===== src/rtl/steer_sched_pkg.sv =====
`default_nettype none
// ============================================================================
// Module      : steer_sched_pkg
// Description : Shared types and constants for the steering-move scheduler.
//               Holds the per-slot state encoding, the angle width used on
//               every pwm_ctrl channel, and a recommended timeout value.
// Revision    : 1.0  initial release
// ============================================================================
package steer_sched_pkg;

  localparam int ANGLE_W     = 12;

  // Recommended value for timeout_cycles when software has no better figure.
  localparam int DEF_TIMEOUT = 1_000_000;

  typedef enum logic [1:0] {
    S_IDLE   = 2'd0,
    S_PEND   = 2'd1,
    S_ACTIVE = 2'd2,
    S_ABORT  = 2'd3
  } slot_state_t;

endpackage
`default_nettype wire


===== src/rtl/steer_slot.sv =====
`default_nettype none
// ============================================================================
// Module      : steer_slot
// Description : One wheel's move tracker. Holds the pending angle, runs the
//               IDLE/PEND/ACTIVE/ABORT state machine, times the move, arms
//               on a low angle_done so a stale done level is never taken,
//               and holds abort_angle for ABORT_HOLD cycles.
// Ports       : clock, reset         clock / async active-high reset
//               req, req_angle       request strobe and angle for this wheel
//               grant                arbiter grant (comb, this cycle)
//               abort_all            abort active move, drop queued request
//               fail_clear           clear fail_sticky
//               angle_done           done level from pwm_ctrl
//               startup_fail         failure level from pwm_ctrl
//               timeout_cycles       move timeout, 0 disables
//               is_pend              slot waiting for a grant
//               busy                 slot in ACTIVE or ABORT
//               pending              request queued and not yet granted
//               angle_update         1-cycle grant pulse
//               target_angle         angle handed to pwm_ctrl
//               abort_angle          abort to pwm_ctrl
//               done_pulse           1-cycle successful completion
//               fail_sticky          timeout / startup failure flag
// Revision    : 1.0  initial release
// ============================================================================
module steer_slot
  import steer_sched_pkg::*;
#(
  parameter int TMO_W      = 24,
  parameter int ABORT_HOLD = 4
) (
  input  logic               clock,
  input  logic               reset,
  input  logic               req,
  input  logic [ANGLE_W-1:0] req_angle,
  input  logic               grant,
  input  logic               abort_all,
  input  logic               fail_clear,
  input  logic               angle_done,
  input  logic               startup_fail,
  input  logic [TMO_W-1:0]   timeout_cycles,
  output logic               is_pend,
  output logic               busy,
  output logic               pending,
  output logic               angle_update,
  output logic [ANGLE_W-1:0] target_angle,
  output logic               abort_angle,
  output logic               done_pulse,
  output logic               fail_sticky
);

  localparam int HOLD_W = (ABORT_HOLD > 1) ? $clog2(ABORT_HOLD) : 1;

  slot_state_t        state;
  logic [ANGLE_W-1:0] pend_angle;
  logic               stored;     // request captured while a move is in flight
  logic               armed;      // angle_done seen low since the grant
  logic [TMO_W-1:0]   timer;
  logic [HOLD_W-1:0]  hold_cnt;

  logic [TMO_W-1:0]   timer_inc;
  logic               timed_out;
  logic               req_take;
  logic               stored_keep;

  // Timer counts completed ACTIVE cycles; the comparison uses the value the
  // current cycle will bring it to, so a move is aborted after exactly
  // timeout_cycles ACTIVE cycles.
  assign timer_inc   = (&timer) ? timer : timer + TMO_W'(1);
  assign timed_out   = (timeout_cycles != '0) && (timer_inc == timeout_cycles);
  assign req_take    = req & ~abort_all;
  assign stored_keep = (stored | req) & ~abort_all;

  assign is_pend = (state == S_PEND);
  assign busy    = (state == S_ACTIVE) || (state == S_ABORT);
  assign pending = is_pend | stored;

  always_ff @(posedge clock or posedge reset) begin
    if (reset) begin
      state        <= S_IDLE;
      pend_angle   <= '0;
      stored       <= 1'b0;
      armed        <= 1'b0;
      timer        <= '0;
      hold_cnt     <= '0;
      angle_update <= 1'b0;
      target_angle <= '0;
      abort_angle  <= 1'b0;
      done_pulse   <= 1'b0;
      fail_sticky  <= 1'b0;
    end else begin
      angle_update <= 1'b0;
      done_pulse   <= 1'b0;
      // A failure set later in this block overrides the clear.
      if (fail_clear) fail_sticky <= 1'b0;

      case (state)
        S_IDLE: begin
          if (req_take) begin
            pend_angle <= req_angle;
            state      <= S_PEND;
          end
        end

        S_PEND: begin
          if (abort_all) begin
            state <= S_IDLE;
          end else begin
            if (req) pend_angle <= req_angle;
            if (grant) begin
              target_angle <= pend_angle;
              angle_update <= 1'b1;
              state        <= S_ACTIVE;
              timer        <= '0;
              armed        <= 1'b0;
              // A same-cycle request becomes the next queued move.
              stored       <= req;
            end
          end
        end

        S_ACTIVE: begin
          if (req_take) pend_angle <= req_angle;
          if (abort_all) begin
            state       <= S_ABORT;
            abort_angle <= 1'b1;
            hold_cnt    <= '0;
            stored      <= 1'b0;
          end else if (startup_fail) begin
            fail_sticky <= 1'b1;
            state       <= stored_keep ? S_PEND : S_IDLE;
            stored      <= 1'b0;
          end else if (timed_out) begin
            fail_sticky <= 1'b1;
            state       <= S_ABORT;
            abort_angle <= 1'b1;
            hold_cnt    <= '0;
            stored      <= stored_keep;
          end else if (armed && angle_done) begin
            done_pulse <= 1'b1;
            state      <= stored_keep ? S_PEND : S_IDLE;
            stored     <= 1'b0;
          end else begin
            timer  <= timer_inc;
            stored <= stored_keep;
            if (!angle_done) armed <= 1'b1;
          end
        end

        S_ABORT: begin
          if (req_take) pend_angle <= req_angle;
          if (hold_cnt == HOLD_W'(ABORT_HOLD - 1)) begin
            abort_angle <= 1'b0;
            state       <= stored_keep ? S_PEND : S_IDLE;
            stored      <= 1'b0;
          end else begin
            hold_cnt <= hold_cnt + HOLD_W'(1);
            stored   <= stored_keep;
          end
        end

        default: state <= S_IDLE;
      endcase
    end
  end

endmodule
`default_nettype wire


===== src/rtl/steer_sched.sv =====
`default_nettype none
// ============================================================================
// Module      : steer_sched
// Description : Steering-move scheduler for NUM_WHEELS pwm_ctrl channels.
//               Queues per-wheel target angles and grants at most MAX_ACTIVE
//               concurrent moves, one grant per cycle, round-robin.
// Ports       : clock, reset         clock / async active-high reset
//               sched_enable         allow new grants
//               req_valid/req_angle  per-wheel request strobes and angles
//               timeout_cycles       move timeout, 0 disables
//               abort_all            abort active moves, flush queued ones
//               fail_clear           clear fail_sticky
//               angle_done           per-wheel done levels from pwm_ctrl
//               startup_fail         per-wheel failure levels from pwm_ctrl
//               angle_update         per-wheel grant pulses
//               target_angle         per-wheel angles to pwm_ctrl
//               abort_angle          per-wheel aborts to pwm_ctrl
//               pending/busy         per-wheel queue / in-flight status
//               done_pulse           per-wheel completion pulses
//               fail_sticky          per-wheel failure flags
//               active_count         wheels in ACTIVE or ABORT
// Revision    : 1.0  initial release
// ============================================================================
module steer_sched
  import steer_sched_pkg::*;
#(
  parameter int NUM_WHEELS = 4,
  parameter int MAX_ACTIVE = 2,
  parameter int TMO_W      = 24,
  parameter int ABORT_HOLD = 4
) (
  input  logic                          clock,
  input  logic                          reset,
  input  logic                          sched_enable,
  input  logic [NUM_WHEELS-1:0]         req_valid,
  input  logic [ANGLE_W*NUM_WHEELS-1:0] req_angle,
  input  logic [TMO_W-1:0]              timeout_cycles,
  input  logic                          abort_all,
  input  logic                          fail_clear,
  input  logic [NUM_WHEELS-1:0]         angle_done,
  input  logic [NUM_WHEELS-1:0]         startup_fail,
  output logic [NUM_WHEELS-1:0]         angle_update,
  output logic [ANGLE_W*NUM_WHEELS-1:0] target_angle,
  output logic [NUM_WHEELS-1:0]         abort_angle,
  output logic [NUM_WHEELS-1:0]         pending,
  output logic [NUM_WHEELS-1:0]         busy,
  output logic [NUM_WHEELS-1:0]         done_pulse,
  output logic [NUM_WHEELS-1:0]         fail_sticky,
  output logic [2:0]                    active_count
);

  localparam int PTR_W = (NUM_WHEELS > 1) ? $clog2(NUM_WHEELS) : 1;

  logic [NUM_WHEELS-1:0] pend_vec;
  logic [NUM_WHEELS-1:0] grant_vec;
  logic [PTR_W-1:0]      rr_ptr;
  logic [PTR_W-1:0]      win_idx;
  logic [PTR_W-1:0]      probe;
  logic                  win_found;
  logic                  grant_ok;
  int                    sum;

  generate
    for (genvar i = 0; i < NUM_WHEELS; i++) begin : g_slot
      steer_slot #(
        .TMO_W      (TMO_W),
        .ABORT_HOLD (ABORT_HOLD)
      ) u_slot (
        .clock          (clock),
        .reset          (reset),
        .req            (req_valid[i]),
        .req_angle      (req_angle[i*ANGLE_W +: ANGLE_W]),
        .grant          (grant_vec[i]),
        .abort_all      (abort_all),
        .fail_clear     (fail_clear),
        .angle_done     (angle_done[i]),
        .startup_fail   (startup_fail[i]),
        .timeout_cycles (timeout_cycles),
        .is_pend        (pend_vec[i]),
        .busy           (busy[i]),
        .pending        (pending[i]),
        .angle_update   (angle_update[i]),
        .target_angle   (target_angle[i*ANGLE_W +: ANGLE_W]),
        .abort_angle    (abort_angle[i]),
        .done_pulse     (done_pulse[i]),
        .fail_sticky    (fail_sticky[i])
      );
    end
  endgenerate

  // Slots in ABORT still count: the motor is still being driven off.
  always_comb begin
    active_count = '0;
    for (int k = 0; k < NUM_WHEELS; k++) begin
      active_count = active_count + {2'b00, busy[k]};
    end
  end

  assign grant_ok = sched_enable && !abort_all && (int'(active_count) < MAX_ACTIVE);

  // Round-robin search: first PEND slot at or after rr_ptr, wrapping.
  always_comb begin
    win_found = 1'b0;
    win_idx   = '0;
    probe     = '0;
    sum       = 0;
    grant_vec = '0;
    for (int k = 0; k < NUM_WHEELS; k++) begin
      sum = int'(rr_ptr) + k;
      if (sum >= NUM_WHEELS) sum = sum - NUM_WHEELS;
      probe = PTR_W'(sum);
      if (!win_found && pend_vec[probe]) begin
        win_found = 1'b1;
        win_idx   = probe;
      end
    end
    if (grant_ok && win_found) grant_vec[win_idx] = 1'b1;
  end

  always_ff @(posedge clock or posedge reset) begin
    if (reset) begin
      rr_ptr <= '0;
    end else if (grant_ok && win_found) begin
      rr_ptr <= (win_idx == PTR_W'(NUM_WHEELS - 1)) ? '0 : win_idx + PTR_W'(1);
    end
  end

endmodule
`default_nettype wire


===== config.mk =====
export PLATFORM = sky130hd
export DESIGN_NAME = steer_sched
export DESIGN_NICKNAME = d
export VERILOG_FILES = /design/src/rtl/steer_sched_pkg.sv /design/src/rtl/steer_slot.sv /design/src/rtl/steer_sched.sv
export SDC_FILE = /design/constraint.sdc
export NUM_CORES = 1
export LEC_CHECK = 0
export CAP_MARGIN = 20
export CORE_AREA = 2 2 176 178
export CTS_CLUSTER_SIZE = 30
export DETAILED_ROUTE_END_ITERATION = 6
export DIE_AREA = 0 0 178 180
export PLACE_DENSITY = 0.86
export SLEW_MARGIN = 0
export SYNTH_ARGS = -nofsm -noshare
export SYNTH_HDL_FRONTEND = slang
export SYNTH_SLANG_ARGS = --single-unit

===== constraint.sdc =====
create_clock -name clock -period 8.8 [get_ports clock]
set_input_delay 1.76 -clock clock [delete_from_list [all_inputs] [get_ports clock]]
set_output_delay 1.76 -clock clock [all_outputs]
set_load 0.02 [all_outputs]

; Word level (Yosys, flattened, before mapping)
; Index checks and enable logic that the tools add are counted.
[classes]
n_mux = 268
order_cmp = 11
addsub = 19
n_eq_ne = 85
n_bitwise = 17
reduce_logical = 80
[ops]
columns = cell, n
row1 = 2-to-1 mux 24 bit, 28
row2 = case mux 24 bit (2 select lines), 4
row3 = 2-to-1 mux 12 bit, 12
row4 = 2-to-1 mux 1 bit, 137
row5 = 2-to-1 mux 2 bit, 57
row6 = adder 24 x 1 -> 24 bit (second input constant), 4
row7 = equality test 24 bit, 4
row8 = case mux 12 bit (2 select lines), 4
row9 = AND reduction 24 bit, 4
row10 = != test 2 bit (second input constant), 40
row11 = AND reduction 4 bit, 12
row12 = AND reduction 3 bit, 12
row13 = case mux 2 bit (4 select lines), 4
row14 = AND reduction 8 bit, 4
row15 = AND reduction 7 bit, 4
row16 = equality test 2 bit (second input constant), 13
row17 = != test 3 bit (second input constant), 8
row18 = nonzero test 24 bit, 1
row19 = != test 5 x 4 -> 1 bit (second input constant), 4
row20 = != test 2 x 1 -> 1 bit (second input constant), 8
row21 = case mux 1 bit (2 select lines), 8
row22 = case mux 2 bit (2 select lines), 4
row23 = nonzero test 2 bit, 8
row24 = logical AND 1 bit, 15
row25 = 26 further kinds, 81
[word_totals]
output_inout_bits = 75
ff_bits = 234
word_cells = 525

; Logic depth before layout (Yosys ltp)
[depth]
ltp_word = 22
depth_mapped = 16

; Hierarchy
; From an unflattened synthesis, not the netlist that was laid out.
[hier_totals]
hier_cells = 1998
hier_area_um2 = 17026.3
[by_module_without_submodules]
columns = mod, cells_each, area_per_inst_um2, n_inst
row1 = steer_slot (g_slot[0].u_slot ...), 496, 4262.8, 2
row2 = steer_slot (g_slot[3].u_slot), 495, 4191.5, 1
row3 = steer_slot (g_slot[2].u_slot), 470, 3950.0, 1
row4 = steer_sched, 41, 359.1, 1

; Worst setup path after synthesis
; OpenSTA, ideal clock, no wires.
[synth_path]
path_kind = input to register
startpoint = input port timeout_cycles[5]
endpoint = register g_slot[0].u_slot.timer[6]
required_ns = 8.676
arrival_time_ns = 4.279
setup_slack_ns = 4.397
path_stages = 12
cell_sequence = clkbuf_1 -> inv_1 -> a2111oi_0 -> o21ai_0 -> a221oi_1 -> nand4_1 -> or4_1 -> buf_2 -> nor2_4 -> buf_6 -> nor2_1 -> a211o_1
[synth_via]
elab_chain_cells = 4
word_cells_on_any_way = 5
[synth_lines]
columns = item, line_no
row1 = start: declaration, steer_sched.sv:37  ; input logic [TMO_W-1:0] timeout_cycles,
row2 = equality test 24 bit / nonzero test 24 bit (equally long branches), steer_slot.sv:70  ; assign timed_out = (timeout_cycles != '0) && (timer_inc == timeout_cycles);
row3 = logical AND 1 bit *, steer_slot.sv:70
row4 = != test 2 bit (no source line) *, --
row5 = AND reduction 7 bit (no source line) *, --
row6 = end signal: assignment, steer_slot.sv:144  ; timer <= timer_inc;
row7 = end: declaration, steer_slot.sv:58  ; logic [TMO_W-1:0] timer;
; Mark *: on every way between the ends. The rest lies on a longest branch, timed or not.
; A chain may end at the register's enable or synchronous reset.

; Final worst setup path
[layout_path]
startpoint = input port timeout_cycles[5]
endpoint = register g_slot[0].u_slot.timer[9]
; Same word-level chain as after synthesis.

==> impl_metrics.py <==
metrics = {
    "pwr": {
        "power.total_mw": 4.585,
        "p_switching_mw": 1.735,
        "ir_drop_mv": 0.1888,
        "leakage_nw": 7.295,
        "pwr-share-clk": 0.278,
        "sw_frac_of_total": 0.3784,
        "power_frac_comb": 0.342,
        "pwr-share-seq": 0.381,
        "p_int_mw": 2.850,
        "powerDensity_nw_per_um2": 244.2,
    },
    "timing": {
        "max_freq_mhz": 189.7,
        "hold_slack_ps": 460.4,
        "setup_violations": 0,
        "grt_setup_unrepaired": "no",
        "period_share": 0.5990,
        "slew_headroom": 0.2175,
        "maxSlewViolCount": 0,
        "fin_skew_ps": 13.86,
        "worst_pin_slew_ps": 1169,
        "fin_crit_ps": 5271,
        "setup_tns_ps": 0,
        "setup_slack_ps": 3529,
        "hold_violations": 0,
    },
    "clock_network": {
        "post_cts_resize_count": 0,
        "cts_hold_buf": 0,
        "max-clock-path-buffers": 3,
        "cts_sinks": 234,
        "clkTransAtPathRegs_ps": 60,
        "cts_tree": "yes",
        "htree_levels": 1,
        "post-cts-setup-buffer-count": 0,
        "root_buffer": "clkbuf_16",
        "cts_buffers": 28,
        "clk_latency_ps": 570,
    },
    "synthesis": {
        "synth_warnings": 0,
        "async_reset_ff_frac": 1.000,
        "syn-instance-count": 1889,
        "syn_nets": 1994,
        "synth_cell_types": 93,
        "yosys_register_bits": 234,
        "synth_area_um2": 16340,
        "ys_seq_area_frac": 0.3584,
        "synth_area_per_cell_um2": 8.648,
        "synth-edff-count": 0,
        "ys.flop_type": "dfrtp_1",
    },
    "detailed_routing": {
        "drt_wl_total_um": 55940,
        "first_iter_violations": 1883,
        "vias": 15980,
        "first_pass_iters": 7,
        "viasPerCell": 6.829,
        "wire_per_inst_um": 23.90,
        "drc": 10,
        "ant_nets": 0,
    },
    "cells_and_area": {
        "multi_input_area_um2": 9439,
        "register_area_um2": 5856,
        "layout-drive-gt1-share": 0.09722,
        "fillers": 2520,
        "area_growth_pct": 14.93,
        "nNetsFinal": 2030,
        "diodes": 0,
    },
    "placement": {
        "place.gp.congestion": 1.005,
        "hpwl_um": 38790,
        "portBuffers": 163,
        "place_ws_ps": 3135,
    },
    "run": {
        "drv_cap": 0,
    },
    "outcome": {
        "status": "complete, but fails checks",
        "violations": "DRC",
    },
    "floorplanning": {
        "io_pins": 164,
        "die_x_um": 178,
        "core_area_um2": 30190,
        "initial_core_util": 0.5412,
        "rows": 64,
        "die_y_um": 180,
        "dieArea_um2": 32040,
    },
    "worst_setup_path": {
        "start_kind": "input port",
        "arrival_ps": 5720,
        "critPathCaptureType": "flip-flop",
        "worstPathRequired_ps": 9250,
        "path_max_fanout": 26,
        "critPathKind": "input port to flip-flop",
    },
    "min_path": {
        "min_path_type": "flip-flop to flip-flop",
    },
    "global_routing": {
        "overflow": 0,
        "track_usage": 0.3472,
        "grt_pass1_vias": 15640,
        "grt_max_degree": 94,
        "grt_antenna_before_repair": 1,
        "grt_pass1_wl_um": 88140,
    },
}
-- per-stage QoR --
step	std cells	area (µm²)	util
after floorplan	1889	16340	-
after global placement	2288	17770	0.5885
after detailed placement	2289	17770	0.5887
after CTS	2338	18760	0.6215
after global routing	2340	18780	0.6220
final	2340	18780	0.6220
-- worst max-delay path: stages --
cell             delay, ps
clkdlybuf4s50_1        960
inv_1                  260
a2111oi_0              400
o21ai_0                130
a221oi_1               290
nand4_1                120
or4_1                  680
nor2_4                 570
nor2_1                 230
a311oi_1               310
-- kinds of logic (layout without fill, tap and decap cells) --
kind of cell    after synthesis  after routing  share of synthesized area
simple gates                715            715                     0.2295
compound gates              485            485                     0.2116
flops                       234            234                     0.3584
buf+inv                     232            287                    0.06380
xor+xnor                    117            117                    0.06272
mux                          90             90                    0.06119
fa+ha+maj                    16             16                    0.01271
-- final timing paths --
check / startpoint / endpoint / slack (ps) / cells after the start
setup / recovery: timeout_cycles[5] / g_slot[0].u_slot.timer[9]$_DFFE_PP0P_ / 3530 / 10
setup reg to reg: g_slot[2].u_slot.timer[0]$_DFFE_PP0P_ / g_slot[2].u_slot.fail_sticky$_DFF_PP0_ / 3780 / 10
min in group asynchronous: reset / g_slot[2].u_slot.stored$_DFFE_PP0P_ / 1700 / 2
hold / removal: g_slot[0].u_slot.pend_angle[9]$_DFFE_PP0P_ / g_slot[0].u_slot.target_angle[9]$_DFFE_PP0P_ / 460 / 2
max in group asynchronous: reset / g_slot[2].u_slot.target_angle[10]$_DFFE_PP0P_ / 5660 / 3
hold reg to reg: g_slot[0].u_slot.pend_angle[9]$_DFFE_PP0P_ / g_slot[0].u_slot.target_angle[9]$_DFFE_PP0P_ / 460 / 2
-- Yosys cell counts (all sizes together) (34+ instances only) --
cell,instances,area share
a31oi,46,0.018
nor3,54,0.017
nor4,36,0.017
xor2,45,0.024
nand4,56,0.024
o31ai,61,0.029
o211ai,36,0.017
nand3,83,0.026
xnor2,72,0.039
dfrtp,234,0.36
nand2,210,0.048
mux2,79,0.054
and3,34,0.013
clkbuf,113,0.026
buf,66,0.026
a21oi,84,0.026
inv,51,0.012
nor2,114,0.027
o21ai,70,0.022
-- power by group through the flow --
stage | combinational (mW) | clock, mW | sequential, mW
final | 1.57 | 1.27 | 1.74
after global routing | 1.69 | 1.33 | 1.79
after detailed placement | 1.54 | 0 | 1.74
after floorplan | 1.04 | 0 | 1.67
after global placement | 1.49 | 0 | 1.73
after CTS | 1.55 | 1.29 | 1.73
-- metal layers --
metal  global-route usage  vias to the layer above  part of all wire  wire (µm)
li1                     -                     7098                 -          -
met1               0.4802                     7697              0.40      22500
met2               0.5222                     1001              0.44      24670
met3              0.08228                      185              0.11       6397
met4               0.1416                        0             0.042       2368
met5                    0                        -                 0          0
-- layout by cell type, fill, tap and decap left out, drive strengths merged, types with 16 or more instances in the layout --
| master | count |
|---|---|
| a211oi | 18 |
| a21oi | 84 |
| a31oi | 46 |
| and3 | 34 |
| and4 | 26 |
| buf | 23 |
| clkbuf | 37 |
| clkdlybuf4s50 | 162 |
| dfrtp | 234 |
| inv | 51 |
| mux2 | 79 |
| nand2 | 210 |
| nand2b | 16 |
| nand3 | 83 |
| nand4 | 56 |
| nor2 | 114 |
| nor3 | 54 |
| nor4 | 36 |
| o211ai | 36 |
| o21ai | 70 |
| o22ai | 16 |
| o31ai | 61 |
| or3 | 16 |
| or4 | 17 |
| xnor2 | 72 |
| xor2 | 45 |
-- flip-flops by register name, summed over array words and instances, names as in the netlist --
name and flops:
g_slot.u_slot.abort_angle 4, g_slot.u_slot.angle_update 4, g_slot.u_slot.armed 4, g_slot.u_slot.done_pulse 4, g_slot.u_slot.fail_sticky 4, g_slot.u_slot.hold_cnt 8
g_slot.u_slot.pend_angle 48, g_slot.u_slot.state 8, g_slot.u_slot.stored 4, g_slot.u_slot.target_angle 48, g_slot.u_slot.timer 96, rr_ptr 2
-- cell type report --
type | count | area share
Clock buffer | 37 | 0.04131
Clock inverter | 12 | 0.01133
Inverter | 53 | 0.01099
Multi-Input combinational cell | 1423 | 0.5027
Sequential cell | 234 | 0.3119
Tap cell | 396 | 0.02639
Timing Repair Buffer | 185 | 0.09542
No activity file was read; power rests on OpenSTA's default activity.
